## src/rtl/drink_reminder_ctrl.sv

```systemverilog
// drink_reminder_ctrl
//
// Sequencer and reminder scheduler for the water-bottle monitor. It sits
// downstream of the debounced level checker.
//   - A free-running prescaler produces a one-cycle sample strobe.
//   - On each strobe the debounced level is compared with the previous
//     sample. A large enough decrease counts as a drink.
//   - A four-state machine (INIT/MONITOR/REMIND/SNOOZE) drives the
//     user-facing reminder output.
//
// Optional build macro EMPTY_ALERT_EN:
//   When defined, empty is registered on every strobe as (water_level == 0).
//   While the machine is in REMIND or SNOOZE, empty forces reminder high.
//   When undefined, empty is tied low and no empty-compare logic exists.
//
// Ports:
//   clk          in   system clock
//   reset        in   synchronous, active-low reset
//   water_level  in   [3:0] debounced water level
//   ack          in   acknowledge/snooze button, synchronous level
//   sample_tick  out  one-cycle strobe marking the level sample point
//   reminder     out  high while reminding
//   drink_count  out  [7:0] drinks since reset, saturating at 255
//   state        out  [1:0] INIT=0, MONITOR=1, REMIND=2, SNOOZE=3
//   empty        out  bottle-empty indication
module drink_reminder_ctrl #(
    parameter int unsigned SAMPLE_DIV     = 50000000,
    parameter int unsigned REMIND_SAMPLES = 3600,
    parameter int unsigned SNOOZE_SAMPLES = 600,
    parameter int unsigned MIN_DROP       = 1
) (
    input  logic       clk,
    input  logic       reset,
    input  logic [3:0] water_level,
    input  logic       ack,
    output logic       sample_tick,
    output logic       reminder,
    output logic [7:0] drink_count,
    output logic [1:0] state,
    output logic       empty
);

    localparam int unsigned PresWidth = (SAMPLE_DIV > 1) ? $clog2(SAMPLE_DIV) : 1;
    localparam int unsigned IdleMax   = (REMIND_SAMPLES > SNOOZE_SAMPLES) ?
                                        REMIND_SAMPLES : SNOOZE_SAMPLES;
    localparam int unsigned IdleWidth = (IdleMax > 1) ? $clog2(IdleMax) : 1;

    localparam logic [PresWidth-1:0] PresLast   = PresWidth'(SAMPLE_DIV - 1);
    localparam logic [IdleWidth-1:0] RemindLast = IdleWidth'(REMIND_SAMPLES - 1);
    localparam logic [IdleWidth-1:0] SnoozeLast = IdleWidth'(SNOOZE_SAMPLES - 1);
    localparam logic [4:0]           MinDrop    = 5'(MIN_DROP);

    typedef enum logic [1:0] {
        StInit    = 2'd0,
        StMonitor = 2'd1,
        StRemind  = 2'd2,
        StSnooze  = 2'd3
    } state_e;

    logic [PresWidth-1:0] presc_q, presc_d;
    logic                 tick_q, tick_d;
    state_e               state_q, state_d;
    logic [IdleWidth-1:0] idle_q, idle_d;
    logic [3:0]           last_q, last_d;
    logic [7:0]           count_q, count_d;
    logic                 reminder_q, reminder_d;
    logic                 empty_d;

    // Drink detection. The 5-bit difference is only trusted when the level
    // actually fell, so a refill can never wrap into a false drink.
    logic [4:0] drop;
    logic       drink;

    assign drop  = {1'b0, last_q} - {1'b0, water_level};
    assign drink = tick_q && (state_q != StInit) && (water_level < last_q) &&
                   (drop >= MinDrop);

    // Prescaler, sample strobe, baseline level and drink counter.
    always_comb begin
        presc_d = (presc_q == PresLast) ? '0 : presc_q + PresWidth'(1);
        tick_d  = (presc_q == PresLast);
        last_d  = tick_q ? water_level : last_q;
        count_d = (drink && (count_q != 8'hFF)) ? count_q + 8'd1 : count_q;
    end

    // Reminder state machine. idle_q counts drink-free strobes in MONITOR
    // and SNOOZE. It is cleared on every state change, so it stays below
    // IdleMax.
    always_comb begin
        state_d = state_q;
        idle_d  = idle_q;
        case (state_q)
            StInit: begin
                // The first strobe only captures the baseline level.
                if (tick_q) begin
                    state_d = StMonitor;
                    idle_d  = '0;
                end
            end
            StMonitor: begin
                if (tick_q) begin
                    if (drink) begin
                        idle_d = '0;
                    end else if (idle_q == RemindLast) begin
                        state_d = StRemind;
                        idle_d  = '0;
                    end else begin
                        idle_d = idle_q + IdleWidth'(1);
                    end
                end
            end
            StRemind: begin
                // A drink on the same cycle as ack takes priority over the snooze.
                if (drink) begin
                    state_d = StMonitor;
                    idle_d  = '0;
                end else if (ack) begin
                    state_d = StSnooze;
                    idle_d  = '0;
                end
            end
            StSnooze: begin
                if (drink) begin
                    state_d = StMonitor;
                    idle_d  = '0;
                end else if (tick_q) begin
                    if (idle_q == SnoozeLast) begin
                        state_d = StRemind;
                        idle_d  = '0;
                    end else begin
                        idle_d = idle_q + IdleWidth'(1);
                    end
                end
            end
            default: begin
                state_d = StInit;
                idle_d  = '0;
            end
        endcase
    end

`ifdef EMPTY_ALERT_EN
    logic empty_q;

    always_comb begin
        empty_d = tick_q ? (water_level == 4'd0) : empty_q;
    end

    always_ff @(posedge clk) begin
        if (!reset) begin
            empty_q <= 1'b0;
        end else begin
            empty_q <= empty_d;
        end
    end

    assign empty = empty_q;
`else
    assign empty_d = 1'b0;
    assign empty   = 1'b0;
`endif

    // Reminder is registered from the next state, so it moves on the same
    // edge as state. An empty bottle keeps a snoozed reminder sounding.
    always_comb begin
        reminder_d = (state_d == StRemind) || (empty_d && (state_d == StSnooze));
    end

    always_ff @(posedge clk) begin
        if (!reset) begin
            presc_q    <= '0;
            tick_q     <= 1'b0;
            state_q    <= StInit;
            idle_q     <= '0;
            last_q     <= 4'd0;
            count_q    <= 8'd0;
            reminder_q <= 1'b0;
        end else begin
            presc_q    <= presc_d;
            tick_q     <= tick_d;
            state_q    <= state_d;
            idle_q     <= idle_d;
            last_q     <= last_d;
            count_q    <= count_d;
            reminder_q <= reminder_d;
        end
    end

    assign sample_tick = tick_q;
    assign reminder    = reminder_q;
    assign drink_count = count_q;
    assign state       = state_q;

endmodule

```

## config.mk

```make
export PLATFORM = sky130hd
export DESIGN_NAME = drink_reminder_ctrl
export DESIGN_NICKNAME = d
export VERILOG_FILES = /design/src/rtl/drink_reminder_ctrl.sv
export SDC_FILE = /design/constraint.sdc
export NUM_CORES = 1
export LEC_CHECK = 0
export ABC_CLOCK_PERIOD_IN_PS = 4390
export CAP_MARGIN = 20
export CORE_MARGIN = 3
export CORE_UTILIZATION = 45
export CTS_CLUSTER_DIAMETER = 150
export DETAILED_ROUTE_END_ITERATION = 12
export GPL_TIMING_DRIVEN = 0
export HOLD_SLACK_MARGIN = 0.05
export MAX_ROUTING_LAYER = met4
export PLACE_DENSITY = 0.68
export SYNTH_ARGS = -nofsm -noshare
export SYNTH_HDL_FRONTEND = slang
export SYNTH_SLANG_ARGS = --single-unit
```

## constraint.sdc

```tcl
create_clock -name clk -period 4.39 [get_ports clk]
set_input_delay 0.878 -clock clk [delete_from_list [all_inputs] [get_ports clk]]
set_output_delay 0.878 -clock clk [all_outputs]
set_load 0.01 [all_outputs]
```

== Word-level counts from Yosys, hierarchy flattened ==
Cells that the tools add are included.

* Latch bits: 0
* Memories: 0
* Register bits: 54
* ROM bits: 0
* Bits in writable memories: 0
* Logic and storage cells: 54

* Bitwise logic cells: 1
* Add/sub/neg operators: 4
* Mux-type cells: 20
* Equal/unequal tests: 12
* Reductions and logical operators: 8
* Div/mod/pow operators: 0
* $mul: 0
* $lt $le $gt $ge: 2
* Shifts and indexed selects: 0

{| class="wikitable"
|+ Operators with widths
! kind !! number
|-
| $mux 12 || 9
|-
| $pmux 12 s4 || 1
|-
| $add 26x1->26 const B || 1
|-
| $eq 26x26->1 const B || 1
|-
| $mux 2 || 9
|-
| $add 12x1->12 const B || 1
|-
| $eq 12x10->1 const B || 1
|-
| $eq 12x12->1 const B || 1
|-
| $add 8x1->8 const B || 1
|-
| $ne 8x8->1 const B || 1
|-
| $pmux 2 s4 || 1
|-
| $eq 2x2->1 const B || 3
|-
| $ne 3x3->1 const B || 2
|-
| $ge 5x1->1 const B || 1
|-
| $sub 4x4->5 || 1
|-
| $logic_and 1x1->1 || 4
|-
| $lt 4x4->1 || 1
|-
| $ne 2x2->1 const B || 2
|-
| $reduce_and 4->1 || 1
|-
| $eq 2x1->1 const B || 1
|-
| $logic_not 2->1 || 1
|-
| $reduce_bool 2->1 || 1
|-
| $reduce_or 2->1 || 1
|-
| $not 1->1 || 1
|}

== Logic depth before layout (Yosys ltp) ==
Gate-level depths: netlist of run 1.

* Word-level depth: 8
* Depth in mapped cells: 11
* Depth with buffers taken out: 10

== Least setup slack after synthesis of run 1 ==
OpenSTA, ideal clock, no wires.

* Kind: input to register
* From: in water_level[0]
* To: reg count_q[5] (netlist: drink_count[5])
* Setup time: 0.070 ns
* Arrival: 2.875 ns
* Required time: 4.320 ns
* Stages on the path: 10
* Path slack: 1.445 ns
* Cells stage by stage: ha_1 inv_1 fa_1 inv_1 o211ai_1 a221oi_1 or3_1 buf_2 or4_1 a21boi_1

* Longest elaborated chain between the ends: 4
* Elaborated cells between the ends (all ways): 6

{| class="wikitable"
|+ Ends and longest elaborated chain
! item !! line !! RTL
|-
| start: declaration || 34 || <nowiki>input logic [3:0] water_level,</nowiki>
|-
| $sub 4x4->5 / $lt 4x4->1 (equally long branches) || 74, 75 ||
|-
| $ge 5x1->1 / $logic_and 1x1->1 (equally long branches) || 76, 75 ||
|-
| $logic_and 1x1->1 (*) || 75 || <nowiki>assign drink = tick_q && (state_q != StInit) && (water_level < last_q) &&</nowiki>
|-
| $logic_and 1x1->1 (*) || 83 || <nowiki>count_d = (drink && (count_q != 8'hFF)) ? count_q + 8'd1 : count_q;</nowiki>
|-
| end signal: assignment || 184 || <nowiki>count_q <= count_d;</nowiki>
|-
| end: declaration || 65 || <nowiki>logic [7:0] count_q, count_d;</nowiki>
|}

Every way passes the cells marked *; elsewhere a longest branch is shown, timed or not.
A chain may end at the register's enable or synchronous reset.

== Worst setup path after layout of run 1 ==
* From: in water_level[0]
* To: reg idle_q[9]

* Longest elaborated chain between the ends: 6
* Elaborated cells between the ends (all ways): 13

{| class="wikitable"
|+ Ends and longest elaborated chain
! item !! line !! RTL
|-
| $sub 4x4->5 / $lt 4x4->1 (equally long branches) || 74, 75 ||
|-
| $ge 5x1->1 / $logic_and 1x1->1 (equally long branches) || 76, 75 ||
|-
| $logic_and 1x1->1 (*) || 75 ||
|-
| $mux 12 || 102 || <nowiki>if (drink) begin</nowiki>
|-
| $mux 12 || 101 || <nowiki>if (tick_q) begin</nowiki>
|-
| $pmux 12 s4 || 92 || <nowiki>case (state_q)</nowiki>
|-
| end signal: assignment || 182 || <nowiki>idle_q <= idle_d;</nowiki>
|-
| end: declaration || 63 || <nowiki>logic [IdleWidth-1:0] idle_q, idle_d;</nowiki>
|}

Every way passes the cells marked *; elsewhere a longest branch is shown, timed or not. The select of a mux whose other input is x is not followed.

==> results of run 1 <==
==> placed cells by master, fill, tap and decap left out, types with 7 or more instances in the layout <==
cell type / netlist / final
xnor2_1: 11 / 11
nor2b_1: 10 / 10
mux2i_1: 8 / 8
xor2_1: 14 / 14
nand2_1: 30 / 30
a21oi_1: 7 / 7
inv_1: 12 / 12
o21ai_0: 11 / 11
nand3_1: 21 / 21
clkdlybuf4s50_1: 0 / 18
dfxtp_1: 54 / 54
nand4_1: 8 / 8
nor3_1: 12 / 12
nor2_1: 39 / 39
ha_1: 7 / 7
==> power by group through the flow <==
stage	Combinational [W]	Sequential, W	Clock [W]
global route	0.0000408	0.000494	0.000438
CTS	0.0000359	0.000494	0.000416
floorplan	0.0000225	0.000505	0
finish	0.0000357	0.000493	0.000403
detailed placement	0.0000357	0.000505	0
global placement	0.0000349	0.000505	0
==> worst max-delay path, stage by stage <==
cell             delay, ps
clkdlybuf4s50_1        490
ha_1                   200
inv_1                   60
fa_1                   390
nor2_1                  90
o21ai_0                110
a221oi_1               400
o21ai_1                350
or4_1                  570
o21ai_0                100
==> stage by stage <==
stage / area, µm² / utilization
2_1_floorplan: 2750 / -
3_3_place_gp: 3020 / 0.529
3_5_place_dp: 3020 / 0.529
4_1_cts: 3170 / 0.554
5_1_grt: 3170 / 0.554
6_report: 3170 / 0.554
==> layer usage <==
metal | GRT usage | wire, µm | part of all wire | vias up
li1 | - | - | - | 1203
met1 | 0.209 | 2690 | 0.49 | 1109
met2 | 0.265 | 2620 | 0.47 | 36
met3 | 0.0442 | 203 | 0.037 | 2
met4 | 0.0424 | 28 | 0.0051 | 0
met5 | - | 0 | 0 | -
==> cells in the mapped netlist (all sizes together), types with 4 or more instances <==
library cell	n	area (µm²)
dfxtp	54	1080
nand2b	6	37.5
or4	4	30.0
buf	5	26.3
xor2	14	123
a21oi	7	35.0
xnor2	11	96.3
o21ai	13	65.1
a32o	4	40.0
nor3	12	60.1
and2	4	25.0
nand2	30	113
nand4	8	50.1
or3	4	25.0
mux2i	8	80.1
and3	6	37.5
nand3	21	105
clkbuf	4	15.0
nor2b	10	62.6
nor2	39	146
nor4	5	31.3
inv	12	45.0
ha	7	87.6
==> flip-flops by register name, indices dropped and copies added, names as in the netlist <==
| signal | count |
|---|---|
| reminder | 1 |
| sample_tick | 1 |
| state | 2 |
| idle_q | 12 |
| drink_count | 8 |
| presc_q | 26 |
| last_q | 4 |
==> worst paths after layout <==
| path | from | endpoint |
|---|---|---|
| setup / recovery | water_level[0] | idle_q[9]$_SDFFE_PN0P_ |
| hold / removal | presc_q[0]$_SDFF_PP0_ | presc_q[0]$_SDFF_PP0_ |
| setup reg to reg | last_q[0]$_SDFFE_PN0P_ | idle_q[9]$_SDFFE_PN0P_ |
| hold reg to reg | presc_q[0]$_SDFF_PP0_ | presc_q[0]$_SDFF_PP0_ |
==> cell type report <==
type	count	area, µm²
timing repair buffer	18	180
tap	72	90.1
buffer	9	41.3
inverter	12	45.0
sequential	54	1080
clock inverter	2	60.1
fill	536	2540
clock buffer	6	82.6
multi-input combinational	251	1590
==> logic make-up (layout without fill, tap and decap cells) <==
logic type | Yosys count | count (layout)
xor+xnor | 25 | 25
other cells | 1 | 1
fa+ha+maj | 8 | 8
buf+inv | 21 | 47
compound gates | 47 | 47
mux | 10 | 10
simple gates | 160 | 160
flops | 54 | 54
==> impl_results.md, run 1 <==
* HP Class: register to register
* Final slew viol count at 0
* Final setup fails at 0
* Slew of the pin with the lowest slew margin at between 700 and 800 ps
* Clock share of power at 0.432
* RSZ-0062 raised after global routing: no
* Final worst setup slack at just under 1000 ps
* Number of buffers added on ports at 18
* Clock buffer depth at 2
* LEAKAGE at about 1.1 nW
* WS Path Type: input port to register
* Vias at approximately 2.4k
* Post-synthesis mux area share at 0.0373
* P per Cell Area at between 200 and 300 nW/µm²
* HPWL Detailed at 3990 µm
* Clock tree from TritonCTS: done
* Post-synth EDFFs at 0
* Hold path depth at 1
* Fraction of registers with async set/reset at 0
* Mapped cell area at 2750 µm²
* Main combinational cell family by area after synthesis: simple AND/OR/NAND/NOR gates
* Diode count at 0
* Synth warn at 0
* Setup bufs post-CTS at 0
* Drt pass-1 iters at 4
* Crit path max fanout at 9
* Residual DRC at 0
* Vias/cell at roughly 5.5
* Gate power share at 0.038
* Overall die height at approximately 84 µm
* CTS Hold Bufs at 0
* Post-CTS sizing at 0
* Wirelength, routed at around 5500 µm
* Worst Path Required at around 4600 ps
* DP Worst Slack at around 700 ps
* Routability Congestion at 0.888
* Adder-Cell Fraction of Synth Area at 0.0391
* Avg WL per Cell at ~13 µm
* First DRT Iteration DRCs at ~110
* Final period util at 0.776
* Synth Register Bits at between 50 and 60
* Synth Instances at 326
* Synthesized area per cell at between 8 and 9 µm²
* Initial antenna violation count at 0
* Inserted Clock Buffers at 5
* Max Freq at ~290 MHz
* Int Pwr at 0.000750 W
* Status: completed
* Area grow syn2layout at 15.0%
* Clock latency on the worst-skew pair at 310 ps
* Clk pin slew, worst setup/hold paths at ~100 ps
* Total gr overflow at 0
* Post-Syn Nets at approximately 340
* Rows at 27
* Worst R2R Setup Slack at 1690 ps
* Ports at 20
* Startpoint Class: input port
* Maxcap violations at 0
* Slew headroom at 0.513
* Peak supply drop at between 0.00015 and 0.0002 V
* Synth Area in XOR/XNOR at 0.0795
* Nets at about 370
* Nature of the critical path endpoint: register
* Dpl cells at between 400 and 500
* Net Sw Power at between 0.00015 and 0.0002 W
* Simple-Gate Fraction of Synth Area at 0.296
* Overall Global Routing Usage at 0.166
* Hold_ws at 448 ps
* Total power at 0.000932 W
* Initial Utilization at 0.482
* Share of cells above drive strength 1 at 0.0568
* Switching Fraction at 0.195
* Post-synthesis compound-gate area fraction at 0.123
* Yosys cell types at 53
* Worst r2r path cells at 10
* CTS H-tree depth at 2
* First-pass GRT wire length at approximately 9500 µm
* Sink Count at 54
* Core area at approximately 5700 µm²
* DIE AREA at ~7000 µm²
* Number of global-route vias before repair at ~2.2k
* Top FF cell, synth: dfxtp_1
* WP data arrival at about 3600 ps
* Largest net degree at the start of global routing at 17
* Post-layout minimum cycle time at 3410 ps
* Sequential area share after synthesis at 0.393
* Flop pwr share at 0.529
* Final std cells w/o fill at 424
* Fin. Hold Viols at 0
* Chip width at 84.2 µm
* Post-DRT Antenna Nets at 0
* Root Driver: clkbuf_8
* Setup tns final at 0 ps
* Clk_skew at approximately 15 ps
Power figures use the tool's default switching activity.
==> run 2, diff against run 1 <==
- ABC_CLOCK_PERIOD_IN_PS: 4390 -> 3200
- clock period: 4.39 -> 3.2 ns (I/O delays scaled with it)
==> impl_results.md, run 2 (synthesis results as in run 1) <==
* Status: completed
* Final worst setup slack at 144 ps (-840 ps)
* Post-DRT Antenna Nets at 0 (unchanged)
* CP Capture Point: drink_count[5]$_SDFFE_PN0P_
* Post-CTS sizing at 0 (unchanged)
* Initial antenna violation count at 0 (unchanged)
* WP data arrival at 3300 ps (-340 ps)
* Overall Global Routing Usage at 0.166 (unchanged)
* Nature of the critical path endpoint: register
* Dpl cells at 416 (unchanged)
* HPWL Detailed at 3990 µm (unchanged)
* Fin area at 3180 µm² (+0.40%)
* Clock buffer depth at 2 (unchanged)
* Clock tree from TritonCTS: done
* DP Worst Slack at -263 ps (-952 ps)
* Util after Layout at 0.557 (+0.00219)
* Routability Congestion at 0.888 (unchanged)
* DIE AREA at 7090 µm² (unchanged)
* Final setup fails at 0 (unchanged)
* Dpl cell area at 3020 µm² (unchanged)
* Chip width at 84.2 µm (unchanged)
* Max reg flops at 26 (unchanged)
* Root Driver: clkbuf_8
* Sequential cell area at 1080 µm² (unchanged)
* Final std cells w/o fill at 424 (unchanged)
* Rows at 27 (unchanged)
* HP Class: register to register
* Fin. Hold Viols at 0 (unchanged)
* Core area at 5710 µm² (unchanged)
* Setup tns final at 0 ps (unchanged)
* Sink Count at 54 (unchanged)
* FILL cells at 536 (unchanged)
* Initial Utilization at 0.482 (unchanged)
* Slew headroom at 0.513 (unchanged)
* Vias at 2336 (-0.60%)
* Crit path max fanout at 9 (unchanged)
* Crit path from: water_level[0]
* Reg2reg end: idle_q[2]$_SDFFE_PN0P_
* Clk_skew at 14.5 ps (-0.570 ps)
* Area grow syn2layout at 15.5%
* Worst r2r path cells at 7 (-3)
* Wirelength, routed at 5560 µm (+0.23%)
* Top reg by flops: presc_q
* Avg WL per Cell at 13.1 µm (+0.23%)
* RSZ-0062 raised after global routing: no
* Drt pass-1 iters at 4 (unchanged)
* Worst Path Required at 3450 ps (-1170 ps)
* Clk pin slew, worst setup/hold paths at 100 ps (about the same)
* Nets at 366 (unchanged)
* LEAKAGE at 1.11 nW (about the same)
* Total gr overflow at 0 (unchanged)
* First-pass GRT wire length at 9530 µm (unchanged)
* Highest-count cells in the layout ignoring fill and taps: 54 x dfxtp_1, 39 x nor2_1, 30 x nand2_1, 21 x nand3_1, 18 x clkdlybuf4s50_1
* CTS H-tree depth at 2 (unchanged)
* Largest net degree at the start of global routing at 17 (unchanged)
* Clock latency on the worst-skew pair at 310 ps (about the same)
* Number of buffers added on ports at 18 (unchanged)
* Startpoint Class: input port
* Diode count at 0 (unchanged)
* Slew of the pin with the lowest slew margin at 724 ps (-0.000417 ps)
* Worst R2R Setup Slack at 590 ps (-1100 ps)
* Multi-input gate area at 1600 µm² (+0.79%)
* Overall die height at 84.2 µm (unchanged)
* Final slew viol count at 0 (unchanged)
* Peak supply drop at 0.000261 V (+37%)
* Share of cells above drive strength 1 at 0.0653 (+0.00852)
* WS Path Type: input port to register
* Residual DRC at 0 (unchanged)
* Worst r2r src: idle_q[0]$_SDFFE_PN0P_
* Maxcap violations at 0 (unchanged)
* P per Cell Area at 402 nW/µm² (+37%)
* Most common cell after layout, fill and taps aside: dfxtp_1
* Post-layout minimum cycle time at 3060 ps
* First DRT Iteration DRCs at 108 (+1.9%)
* Inserted Clock Buffers at 5 (unchanged)
* Max Freq at about 330 MHz
* Ports at 20 (unchanged)
* Final period util at 0.955
* Vias/cell at 5.51 (-0.60%)
* Setup bufs post-CTS at 0 (unchanged)
* CTS Hold Bufs at 0 (unchanged)
* Number of global-route vias before repair at 2169 (unchanged)
-- run 2: cell types whose count changed in the layout (fill, tap and decap cells not counted) --
cell / delta
a221oi_2: +1
ha_2: +1
a221oi_1: -1
ha_1: -1
o21ai_1: -1
o21ai_2: +1
-- run 2: worst min-delay path by stage --
| stage | cells after the start | endpoint | from |
|---|---|---|---|
| finish | 1 | presc_q[0]$_SDFF_PP0_ | presc_q[0]$_SDFF_PP0_ |
| global route | 1 | presc_q[0]$_SDFF_PP0_ | presc_q[0]$_SDFF_PP0_ |
| CTS | 1 | presc_q[0]$_SDFF_PP0_ | presc_q[0]$_SDFF_PP0_ |
| detailed placement | 1 | presc_q[0]$_SDFF_PP0_ | presc_q[0]$_SDFF_PP0_ |
| global placement | 1 | presc_q[0]$_SDFF_PP0_ | presc_q[0]$_SDFF_PP0_ |
| floorplan | 1 | presc_q[0]$_SDFF_PP0_ | presc_q[0]$_SDFF_PP0_ |
-- run 2: worst max-delay path, cell delays in order --
cell and delay [ps]:
clkdlybuf4s50_1 490, ha_2 200, inv_1 50, fa_1 470, inv_1 40, o211ai_1 160
a221oi_2 90, or3_1 370, buf_2 180, or4_1 470, a21boi_1 140
-- run 2: layout make-up --
| type | count | area share |
|---|---|---|
| repair buffers | 18 | 0.0567 |
| multi-input cells | 251 | 0.503 |
| plain buffers | 9 | 0.0130 |
| well taps | 72 | 0.0283 |
| clock buffers | 6 | 0.0260 |
| inverters | 12 | 0.0142 |
| clock inverters | 2 | 0.0189 |
| flip-flops and latches | 54 | 0.340 |
-- run 2: per-stage QoR --
stage / hold slack [ps] / power, W
global placement: 428 / 0.000740
floorplan: 418 / 0.000723
CTS: 456 / 0.00130
detailed placement: 443 / 0.000742
global route: 471 / 0.00134
finish: 448 / 0.00128
-- run 2: where the power goes --
| part | internal (W) | leakage (nW) | switching, W |
|---|---|---|---|
| logic | 0.0000212 | 0.599 | 0.0000287 |
| clock network | 0.000334 | 0.0714 | 0.000218 |
| registers | 0.000675 | 0.435 | 0.00000223 |
-- run 2: routing by layer --
layer  part of all wire  vias to the layer above  track usage
met3              0.031                        2       0.0442
met2               0.47                       26        0.265
li1                   -                     1203            -
met1               0.49                     1105        0.209
met4             0.0050                        0       0.0424
met5                  0                        -            -
